`config.mk`:
```
export PLATFORM = sky130hd
export DESIGN_NAME = uart_fifo_bridge
export DESIGN_NICKNAME = d
export VERILOG_FILES = /design/src/rtl/uart_pkg.sv /design/src/rtl/uart_sync_fifo.sv /design/src/rtl/uart_fifo_bridge.sv
export SDC_FILE = /design/constraint.sdc
export NUM_CORES = 1
export LEC_CHECK = 0
export BUFFER_PORTS_ARGS = -buffer_cell sky130_fd_sc_hd__buf_2
export CAP_MARGIN = 10
export CORE_ASPECT_RATIO = 0.75
export CORE_MARGIN = 5
export CORE_UTILIZATION = 62
export CTS_BUF_LIST = sky130_fd_sc_hd__clkbuf_4 sky130_fd_sc_hd__clkbuf_8 sky130_fd_sc_hd__clkbuf_16
export CTS_CLUSTER_DIAMETER = 40
export CTS_CLUSTER_SIZE = 8
export DETAILED_ROUTE_END_ITERATION = 10
export MAX_ROUTING_LAYER = met4
export PLACE_DENSITY = 0.8
export SLEW_MARGIN = 20
export SYNTH_ARGS = -nofsm -noshare
export SYNTH_HDL_FRONTEND = slang
export SYNTH_SLANG_ARGS = --single-unit
```
`constraint.sdc`:
```
create_clock -name clk -period 2.68 [get_ports clk]
set_clock_uncertainty 0.1 [all_clocks]
set_input_delay 0.402 -clock clk [delete_from_list [all_inputs] [get_ports clk]]
set_output_delay 0.402 -clock clk [all_outputs]
set_load 0.01 [all_outputs]
```
`src/rtl/uart_pkg.sv`:
```
// Shared constants for the UART bridge, transceiver and interface: register bit indices,
// bus select codes, drain FSM encoding and the CPU bus request bundle.
package uart_pkg;
   localparam int STAT_RX_NEMPTY = 0;
   localparam int STAT_TX_NFULL  = 1;
   localparam int STAT_TX_IDLE   = 2;
   localparam int STAT_OVR       = 3;
   localparam int STAT_RX_IE     = 4;
   localparam int STAT_TX_IE     = 5;

   localparam int CTRL_RX_FLUSH  = 0;
   localparam int CTRL_TX_FLUSH  = 1;
   localparam int CTRL_RX_IE     = 2;
   localparam int CTRL_TX_IE     = 3;

   localparam logic RS_CTRL = 1'b0;
   localparam logic RS_DATA = 1'b1;

   typedef enum logic [1:0] {DRN_IDLE, DRN_START, DRN_BUSY, DRN_GAP} drain_state_t;

   typedef struct packed {
      logic       cs;
      logic       rs;
      logic       we;
      logic [7:0] din;
   } bus_req_t;
endpackage

```
`src/rtl/uart_sync_fifo.sv`:
```
// First-word-fall-through synchronous FIFO with AW+1 bit wrap pointers and a flush.
// A push while full is accepted when a pop happens in the same cycle.
module uart_sync_fifo #(
   parameter int DW = 8,
   parameter int AW = 4
) (
   input  logic          clk,
   input  logic          reset,
   input  logic          push,
   input  logic [DW-1:0] din,
   input  logic          pop,
   output logic [DW-1:0] dout,
   input  logic          flush,
   output logic          full,
   output logic          empty
);
   logic [DW-1:0] mem [2**AW];
   logic [AW:0]   wr_ptr, rd_ptr;
   logic          do_push, do_pop;

   assign empty   = (wr_ptr == rd_ptr);
   assign full    = (wr_ptr[AW] != rd_ptr[AW]) && (wr_ptr[AW-1:0] == rd_ptr[AW-1:0]);
   assign do_pop  = pop & ~empty;
   assign do_push = push & (~full | do_pop);
   assign dout    = mem[rd_ptr[AW-1:0]];

   always_ff @(posedge clk or posedge reset) begin
      if (reset) begin
         wr_ptr <= '0;
         rd_ptr <= '0;
      end else if (flush) begin
         wr_ptr <= '0;
         rd_ptr <= '0;
      end else begin
         if (do_push) wr_ptr <= wr_ptr + 1'b1;
         if (do_pop)  rd_ptr <= rd_ptr + 1'b1;
      end
   end

   always_ff @(posedge clk) begin
      if (do_push && !flush) mem[wr_ptr[AW-1:0]] <= din;
   end
endmodule

```
`src/rtl/uart_fifo_bridge.sv`:
```
// CPU register bridge feeding the UART transceiver through TX/RX FIFOs.
// Define UART_FIFO_IRQ_EN to add the irq output and the rx_ie/tx_ie control bits.
module uart_fifo_bridge
   import uart_pkg::*;
#(
   parameter int TX_AW = 4,
   parameter int RX_AW = 4
) (
   input  logic       clk,
   input  logic       reset,
   input  logic       cs,
   input  logic       rs,
   input  logic       we,
   input  logic [7:0] din,
   output logic [7:0] dout,
   output logic       tx_start,
   output logic [7:0] tx_byte,
   input  logic       tx_busy,
   input  logic [7:0] rx_byte,
   input  logic       rx_ready
`ifdef UART_FIFO_IRQ_EN
   ,
   output logic       irq
`endif
);
   bus_req_t     req;
   logic         stat_rd, data_rd, data_wr, ctrl_wr;
   logic         rx_ready_q, rx_rise, overrun, ovr;
   logic         rx_full, rx_empty, rx_pop, rx_flush;
   logic         tx_full, tx_empty, tx_pop, tx_flush, tx_idle;
   logic [7:0]   rx_head, tx_head, status;
   drain_state_t state;
   logic         gap_cnt;

   assign req     = '{cs: cs, rs: rs, we: we, din: din};
   assign stat_rd = req.cs & ~req.we & (req.rs == RS_CTRL);
   assign data_rd = req.cs & ~req.we & (req.rs == RS_DATA);
   assign data_wr = req.cs &  req.we & (req.rs == RS_DATA);
   assign ctrl_wr = req.cs &  req.we & (req.rs == RS_CTRL);

   assign rx_rise  = rx_ready & ~rx_ready_q;
   assign rx_pop   = data_rd & ~rx_empty;
   assign rx_flush = ctrl_wr & req.din[CTRL_RX_FLUSH];
   assign overrun  = rx_rise & rx_full & ~rx_pop;
   assign tx_flush = ctrl_wr & req.din[CTRL_TX_FLUSH];
   // Never launch a byte that a same-cycle flush is discarding.
   assign tx_pop   = (state == DRN_IDLE) & ~tx_empty & ~tx_busy & ~tx_flush;
   assign tx_idle  = tx_empty & (state == DRN_IDLE) & ~tx_busy;

   uart_sync_fifo #(.DW(8), .AW(TX_AW)) u_tx_fifo (
      .clk(clk), .reset(reset), .push(data_wr), .din(req.din), .pop(tx_pop),
      .dout(tx_head), .flush(tx_flush), .full(tx_full), .empty(tx_empty)
   );

   uart_sync_fifo #(.DW(8), .AW(RX_AW)) u_rx_fifo (
      .clk(clk), .reset(reset), .push(rx_rise), .din(rx_byte), .pop(rx_pop),
      .dout(rx_head), .flush(rx_flush), .full(rx_full), .empty(rx_empty)
   );

`ifdef UART_FIFO_IRQ_EN
   logic rx_ie, tx_ie;
   logic unused_din;
   assign unused_din = ^req.din[7:4];

   always_ff @(posedge clk or posedge reset) begin
      if (reset) begin
         rx_ie <= 1'b0;
         tx_ie <= 1'b0;
         irq   <= 1'b0;
      end else begin
         if (ctrl_wr) begin
            rx_ie <= req.din[CTRL_RX_IE];
            tx_ie <= req.din[CTRL_TX_IE];
         end
         irq <= (rx_ie & ~rx_empty) | (tx_ie & tx_empty);
      end
   end
`else
   logic unused_din;
   assign unused_din = ^req.din[7:2];
`endif

   always_comb begin
      status                 = '0;
      status[STAT_RX_NEMPTY] = ~rx_empty;
      status[STAT_TX_NFULL]  = ~tx_full;
      status[STAT_TX_IDLE]   = tx_idle;
      status[STAT_OVR]       = ovr;
`ifdef UART_FIFO_IRQ_EN
      status[STAT_RX_IE]     = rx_ie;
      status[STAT_TX_IE]     = tx_ie;
`endif
   end

   always_ff @(posedge clk or posedge reset) begin
      if (reset) begin
         rx_ready_q <= 1'b0;
         ovr        <= 1'b0;
         dout       <= 8'h00;
      end else begin
         rx_ready_q <= rx_ready;
         // An overrun in the same cycle as a status read must stay visible.
         if (rx_flush)     ovr <= 1'b0;
         else if (overrun) ovr <= 1'b1;
         else if (stat_rd) ovr <= 1'b0;
         if (stat_rd)      dout <= status;
         else if (data_rd) dout <= rx_empty ? 8'h00 : rx_head;
      end
   end

   always_ff @(posedge clk or posedge reset) begin
      if (reset) begin
         state    <= DRN_IDLE;
         tx_start <= 1'b0;
         tx_byte  <= 8'h00;
         gap_cnt  <= 1'b0;
      end else begin
         case (state)
            DRN_IDLE: if (tx_pop) begin
               tx_byte  <= tx_head;
               tx_start <= 1'b1;
               state    <= DRN_START;
            end
            DRN_START: if (tx_busy) begin
               tx_start <= 1'b0;
               state    <= DRN_BUSY;
            end
            DRN_BUSY: if (!tx_busy) begin
               gap_cnt <= 1'b0;
               state   <= DRN_GAP;
            end
            // Two low cycles so the transceiver always sees a fresh tx_start edge.
            DRN_GAP: begin
               gap_cnt <= 1'b1;
               if (gap_cnt) state <= DRN_IDLE;
            end
            default: state <= DRN_IDLE;
         endcase
      end
   end
endmodule

```
[Yosys cells after proc, flatten, opt, wreduce, memory -nomap -nowiden]
Memory sizes are Yosys's and may differ from the RTL's. A register that Yosys moved wholly into a read port is not among the register bits.
Cells that the tools add are included.
Cells by class
  reduce and logical (&&, ||, !) cells: 19
  bitwise operators: 33
  multiplexer cells: 28
  add/sub/neg operators: 4
  eq/ne operators: 13
Operator list (count)
  $mux W5: 8
  $mux W8: 3
  $and A1 B1 Y1: 21
  $add A5 B1 Y5 const B: 4
  $reduce_bool A2 Y1: 7
  $eq A5 B5 Y1: 2
  $mux W1: 10
  $not A1 Y1: 10
  $eq A4 B4 Y1: 2
  $mux W2: 4
  $pmux W2 S4: 1
  $ne A2 B2 Y1 const B: 3
  $eq A2 B2 Y1 const B: 2
  $logic_and A1 B1 Y1: 4
  $pmux W1 S2: 2
  $reduce_and A2 Y1: 2
  $reduce_and A4 Y1: 1
  $reduce_and A3 Y1: 1
  $reduce_bool A3 Y1: 1
  $eq A2 B1 Y1 const B: 1
  $logic_not A1 Y1: 2
  $logic_not A2 Y1: 1
  $ne A1 B1 Y1: 2
  $ne A2 B1 Y1 const B: 1
  $or A1 B1 Y1: 2
Storage, ports and cells
  output and inout bits: 17
  register bits: 34
  memory bits (writable): 256
  logic and storage cells: 109
  memories: 2
Memories
  u_rx_fifo.mem: depth 16, bits a word 8, rd ports 1, clocked after Yosys merged registers in 0, write ports 1, RTL line uart_sync_fifo.sv:17  | logic [DW-1:0] mem [2**AW];
  u_tx_fifo.mem: depth 16, bits a word 8, rd ports 1, clocked after Yosys merged registers in 1, write ports 1, RTL line uart_sync_fifo.sv:17

[Longest topological paths before layout]
  depth in word-level cells: 11
  mapped depth: 7

[Modules after synthesis]
Synthesis repeated with hierarchy kept, for this count alone.
Unflattened totals
  cell total of the unflattened synthesis: 681
  area total of the unflattened synthesis: 12433.2 um^2
Modules (own cells, without submodules)
  uart_sync_fifo (u_tx_fifo): instances 1, seq. area each 4093.9 um^2, cells each 296, area an instance 5699.2 um^2
  uart_sync_fifo (u_rx_fifo): instances 1, seq. area each 4093.9 um^2, cells each 294, area an instance 5634.2 um^2
  uart_fifo_bridge: instances 1, seq. area each 550.5 um^2, cells each 91, area an instance 1099.8 um^2

[Least setup slack after synthesis]
Ideal clock, no wire load.
  path kind: register to register
  from: register u_rx_fifo.rd_ptr[3]
  to: memory u_rx_fifo.mem[0][0], enable pin
  arrival: 1.906 ns
  stages on the path, launching flop included: 8
  path slack: 0.291 ns
  library setup time: 0.383 ns
  cells stage by stage: dfrtp_1 -> clkbuf_1 -> xnor2_1 -> nand4_1 -> o211a_1 -> buf_2 -> nand3_1 -> nor3_1
Between the ends
  longest elaborated chain between the ends: 9
Ends and longest elaborated chain
  start: declaration: RTL line uart_sync_fifo.sv:18  | logic [AW:0] wr_ptr, rd_ptr;
  start signal: assignment: RTL line uart_sync_fifo.sv:36  | if (do_pop) rd_ptr <= rd_ptr + 1'b1;
  $eq A5 B5 Y1: RTL line uart_sync_fifo.sv:21  | assign empty = (wr_ptr == rd_ptr);
  $not A1 Y1: RTL line uart_sync_fifo.sv:23, uart_fifo_bridge.sv:42
  $and A1 B1 Y1: RTL line uart_fifo_bridge.sv:42  | assign rx_pop = data_rd & ~rx_empty;
  $and A1 B1 Y1: RTL line uart_sync_fifo.sv:23  | assign do_pop = pop & ~empty;
  $or A1 B1 Y1 (*): RTL line uart_sync_fifo.sv:24  | assign do_push = push & (~full | do_pop);
  $and A1 B1 Y1 (*): RTL line uart_sync_fifo.sv:24
  $logic_and A1 B1 Y1 (*): RTL line uart_sync_fifo.sv:41  | if (do_push && !flush) mem[wr_ptr[AW-1:0]] <= din;
  $mux W1 (*): RTL line uart_sync_fifo.sv:41
  $mux W1 (implied by the code) (*): RTL line uart_sync_fifo.sv:41
  end: declaration: RTL line uart_sync_fifo.sv:17
Mark *: on every way between the ends. The rest lies on a longest branch, timed or not.

[Worst setup path after layout]
  from: register u_rx_fifo.wr_ptr[0]
  to: memory u_rx_fifo.mem[5][0], enable pin
Between the ends
  longest elaborated chain between the ends: 9
Ends and longest elaborated chain
  start: declaration: RTL line uart_sync_fifo.sv:18
  start signal: assignment: RTL line uart_sync_fifo.sv:35  | if (do_push) wr_ptr <= wr_ptr + 1'b1;
  $eq A5 B5 Y1: RTL line uart_sync_fifo.sv:21
  $not A1 Y1: RTL line uart_sync_fifo.sv:23, uart_fifo_bridge.sv:42
  $and A1 B1 Y1: RTL line uart_fifo_bridge.sv:42
  $and A1 B1 Y1: RTL line uart_sync_fifo.sv:23
  $or A1 B1 Y1: RTL line uart_sync_fifo.sv:24
  $and A1 B1 Y1: RTL line uart_sync_fifo.sv:24
  $logic_and A1 B1 Y1: RTL line uart_sync_fifo.sv:41
  $mux W1: RTL line uart_sync_fifo.sv:41
  $mux W1 (implied by the code): RTL line uart_sync_fifo.sv:41
Several ways; a longest one is shown, not always the timed one.

==> impl_metrics.ini <==
[drt]
drtIter0Drc = 777
drc = 0
routed_wl_mm = 27.53
wl_per_cell_um = 27.04
vias = 6713
route.antenna.remaining_nets = 0
viasPerCell = 6.594
drt-pass1-iter-count = 5

[placement]
portBuffers = 39
routabilityCongestion = 0.8574
numPlacedInstances = 946
dpl.hpwl_mm = 16.59

[run]
drv_cap = 0

[finish]
utilization_pct = 72.60
fill_cells = 1060
antenna_cells = 0
fin_cells = 1018
fin_nets = 778
areaGrowthSynthToFinish_pct = 16.03
layout-drive-gt1-share_pct = 28.76

[clocking]
clkSinkCount = 298
clockBufferDepth = 3
cts_tree = built
cts_resized = 0
post_cts_buffers = 0
cts_hold_buf = 2
clock-root-buffer = clkbuf_16
clk_latency_ns = 0.53
htree_levels = 2
clk_pin_slew_worst_paths_ns = 0.05
cts_buffers = 43

[worst_setup_path]
path_cells = xnor2_1 -> nand4_1 -> o211a_1 -> nand3_1 -> nor2_1
r2r-start = u_rx_fifo.wr_ptr[0]
cp_max_fo = 8
rr_worst_depth = 5
crit_path_end_kind = flip-flop
cp_slowest_stage_delay_ns = 0.71
crit_type = flip-flop to flip-flop
worst-endpoint-required_ns = 2.72
cp.arrival_ns = 2.59
critPathLaunchType = flip-flop
cp_slowest_cell = nor2_1
r2r-end = u_rx_fifo.mem[5][0]
rrSetupSlack_ns = 0.13

[floorplanning]
start_util_pct = 62.57
num_rows = 44
die_y_um = 130.6
dieArea_um2 = 22310
dieWidth_um = 170.8
top_level_ports = 40
core_um2 = 19210

[logic_synthesis]
synth_nets = 693
yosysWarnings = 0
yosysSeqAreaShare_pct = 72.68
synth_edf_count = 256
synth_cell_types = 47
syn_avg_cell_area_um2 = 18.36
synthCells = 655
async_reset_ff_share_pct = 14.09
synth_ff_type = edfxtp_1
syn_area_um2 = 12020
ys_ff_latch = 298

[timing]
tightestPinTransition_ns = 0.8357
period_needed_ns = 2.546
holdWs_ns = 0.1782
final-setup-viol-count = 0
finalHoldViolations = 0
slew_headroom_pct = 44.08
grt_setup_unrepaired = no
fmax_ghz = 0.3928
slew_violations = 0
finalCritPeriodShare_pct = 94.98
setup_tns_ns = 0

[power_and_ir_drop]
p_leak_uw = 0.004965
totalPowerFinal_uw = 13890
netSwitchingFraction_pct = 28.23
p_seq_share_pct = 40.9
comb_power_share_pct = 22.8
switchingPower_uw = 3921
intPower_uw = 9969
vdd_drop_max_uv = 572.7
power_frac_clock_pct = 36.3
power.density_nw_per_um2 = 995.7

[grt]
grt_max_degree = 37
grt.total_usage_pct = 26.77
grt_pass1_vias = 6944
antenna_found_initial = 0
overflow = 0
grt_pass1_wl_mm = 42.54

[min_path]
hp-class = input pin to flip-flop
min_from = rx_byte[6]
hold_depth = 1
holdPathEnd = u_rx_fifo.mem[5][6]

[run_status]
status = finished, final reports clean
power by group through the flow:
stage               registers, uW  logic (uW)  clock network (uW)
floorplan                    5710        2130                   0
finish                       5680        3170                5040
detailed placement           5740        3070                   0
global route                 5710        3410                5340
CTS                          5670        3150                5080
global placement             5710        2970                   0
critical path: cells and delay by family (launching register included):
| kind | cells | cell delay (ns) |
|---|---|---|
| flops | 1 | 0.45 |
| simple gates | 3 | 1.10 |
| xor+xnor | 1 | 0.17 |
| compound gates | 1 | 0.35 |
final cells by class:
| cell class | count | area [um2] | area share, % |
|---|---|---|---|
| sequential | 298 | 8741 | 62.66 |
| multi-input combinational | 307 | 3068 | 21.99 |
| clock buffer | 66 | 1249 | 8.952 |
| timing repair buffer | 77 | 485.5 | 3.480 |
| tap | 253 | 316.6 | 2.269 |
| inverter | 13 | 48.80 | 0.3498 |
| clock inverter | 4 | 41.29 | 0.2960 |
registers in the layout, indices dropped and copies added (netlist names):
name	cells
rx_ready_q	1
gap_cnt	1
u_tx_fifo.wr_ptr	5
u_rx_fifo.rd_ptr	5
tx_start	1
tx_byte	8
u_tx_fifo.rd_ptr	5
u_rx_fifo.wr_ptr	5
u_tx_fifo.mem	128
ovr	1
dout	8
u_rx_fifo.mem	128
state	2
cells by family after synthesis:
group,Yosys count,synth area share (%)
fa+ha+maj,15,1.561
xor+xnor,17,1.238
flops,298,72.68
mux,79,13.16
compound gates,76,4.537
simple gates,120,5.016
buf+inv,50,1.800
through the flow:
step	setup slack [ns]	area, um2
finish	0.1345	13950
global route	0.09211	13950
CTS	0.2090	13950
detailed placement	0.1472	12640
global placement	0.2690	12640
floorplan	0.2908	12020
synth_stat cells (2+ instances only):
library cell / n / area [um2]
mux2_2: 3 / 33.78
nor3_1: 6 / 30.03
xor2_1: 6 / 52.55
dfrtp_1: 42 / 1051
nand4_1: 8 / 50.05
o211a_1: 2 / 20.02
o31ai_1: 8 / 60.06
and3_1: 13 / 81.33
a22oi_1: 13 / 97.59
o22ai_1: 16 / 100.1
nor2b_1: 9 / 56.30
nor2_1: 27 / 101.4
o21ai_0: 9 / 45.04
a22o_1: 5 / 43.79
nand2b_1: 8 / 50.05
and2_1: 2 / 12.51
buf_2: 20 / 100.1
buf_1: 4 / 15.01
nand2_1: 33 / 123.9
clkbuf_1: 12 / 45.04
nand3_1: 9 / 45.04
xnor2_1: 11 / 96.34
mux4_2: 63 / 1419
a211oi_1: 5 / 37.54
inv_1: 13 / 48.80
a21oi_1: 6 / 30.03
ha_1: 15 / 187.7
edfxtp_1: 256 / 7687
mux2i_1: 13 / 130.1
placed cells by master (no fill, tap or decap), types with 3 or more instances in the layout:
cell	instances
edfxtp_1	256
mux4_2	63
clkbuf_16	43
dfrtp_1	40
buf_2	39
buf_4	36
nand2_1	33
nor2_1	27
clkbuf_4	23
o22ai_1	16
ha_1	15
a22oi_1	13
mux2i_1	13
and3_1	13
inv_1	12
xnor2_1	11
nor2b_1	9
o21ai_0	9
nand3_1	9
nand2b_1	8
nand4_1	8
o31ai_1	8
xor2_1	6
a21oi_1	6
nor3_1	6
a22o_1	5
a211oi_1	5
mux2_2	3
layer usage:
| layer | vias up | part of all wire (%) | GRT usage, % |
|---|---|---|---|
| li1 | 2801 | - | - |
| met3 | 70 | 12 | 7.759 |
| met4 | 0 | 2.6 | 8.357 |
| met2 | 445 | 46 | 38.59 |
| met1 | 3397 | 40 | 37.89 |
| met5 | - | 0 | - |
worst max path at each step:
stage | from | to | slack, ns | cells past startpoint
after floorplan | u_rx_fifo.rd_ptr[3] | u_rx_fifo.mem[0][0] | 0.29 | 7
after CTS | u_rx_fifo.wr_ptr[0] | u_rx_fifo.mem[5][3] | 0.21 | 5
after detailed placement | rs | u_rx_fifo.mem[7][1] | 0.15 | 6
after global placement | rs | u_rx_fifo.mem[7][2] | 0.27 | 6
final | u_rx_fifo.wr_ptr[0] | u_rx_fifo.mem[5][0] | 0.13 | 5
after global routing | u_rx_fifo.wr_ptr[1] | u_rx_fifo.mem[5][2] | 0.09 | 5
Power figures use the tool's default switching activity.
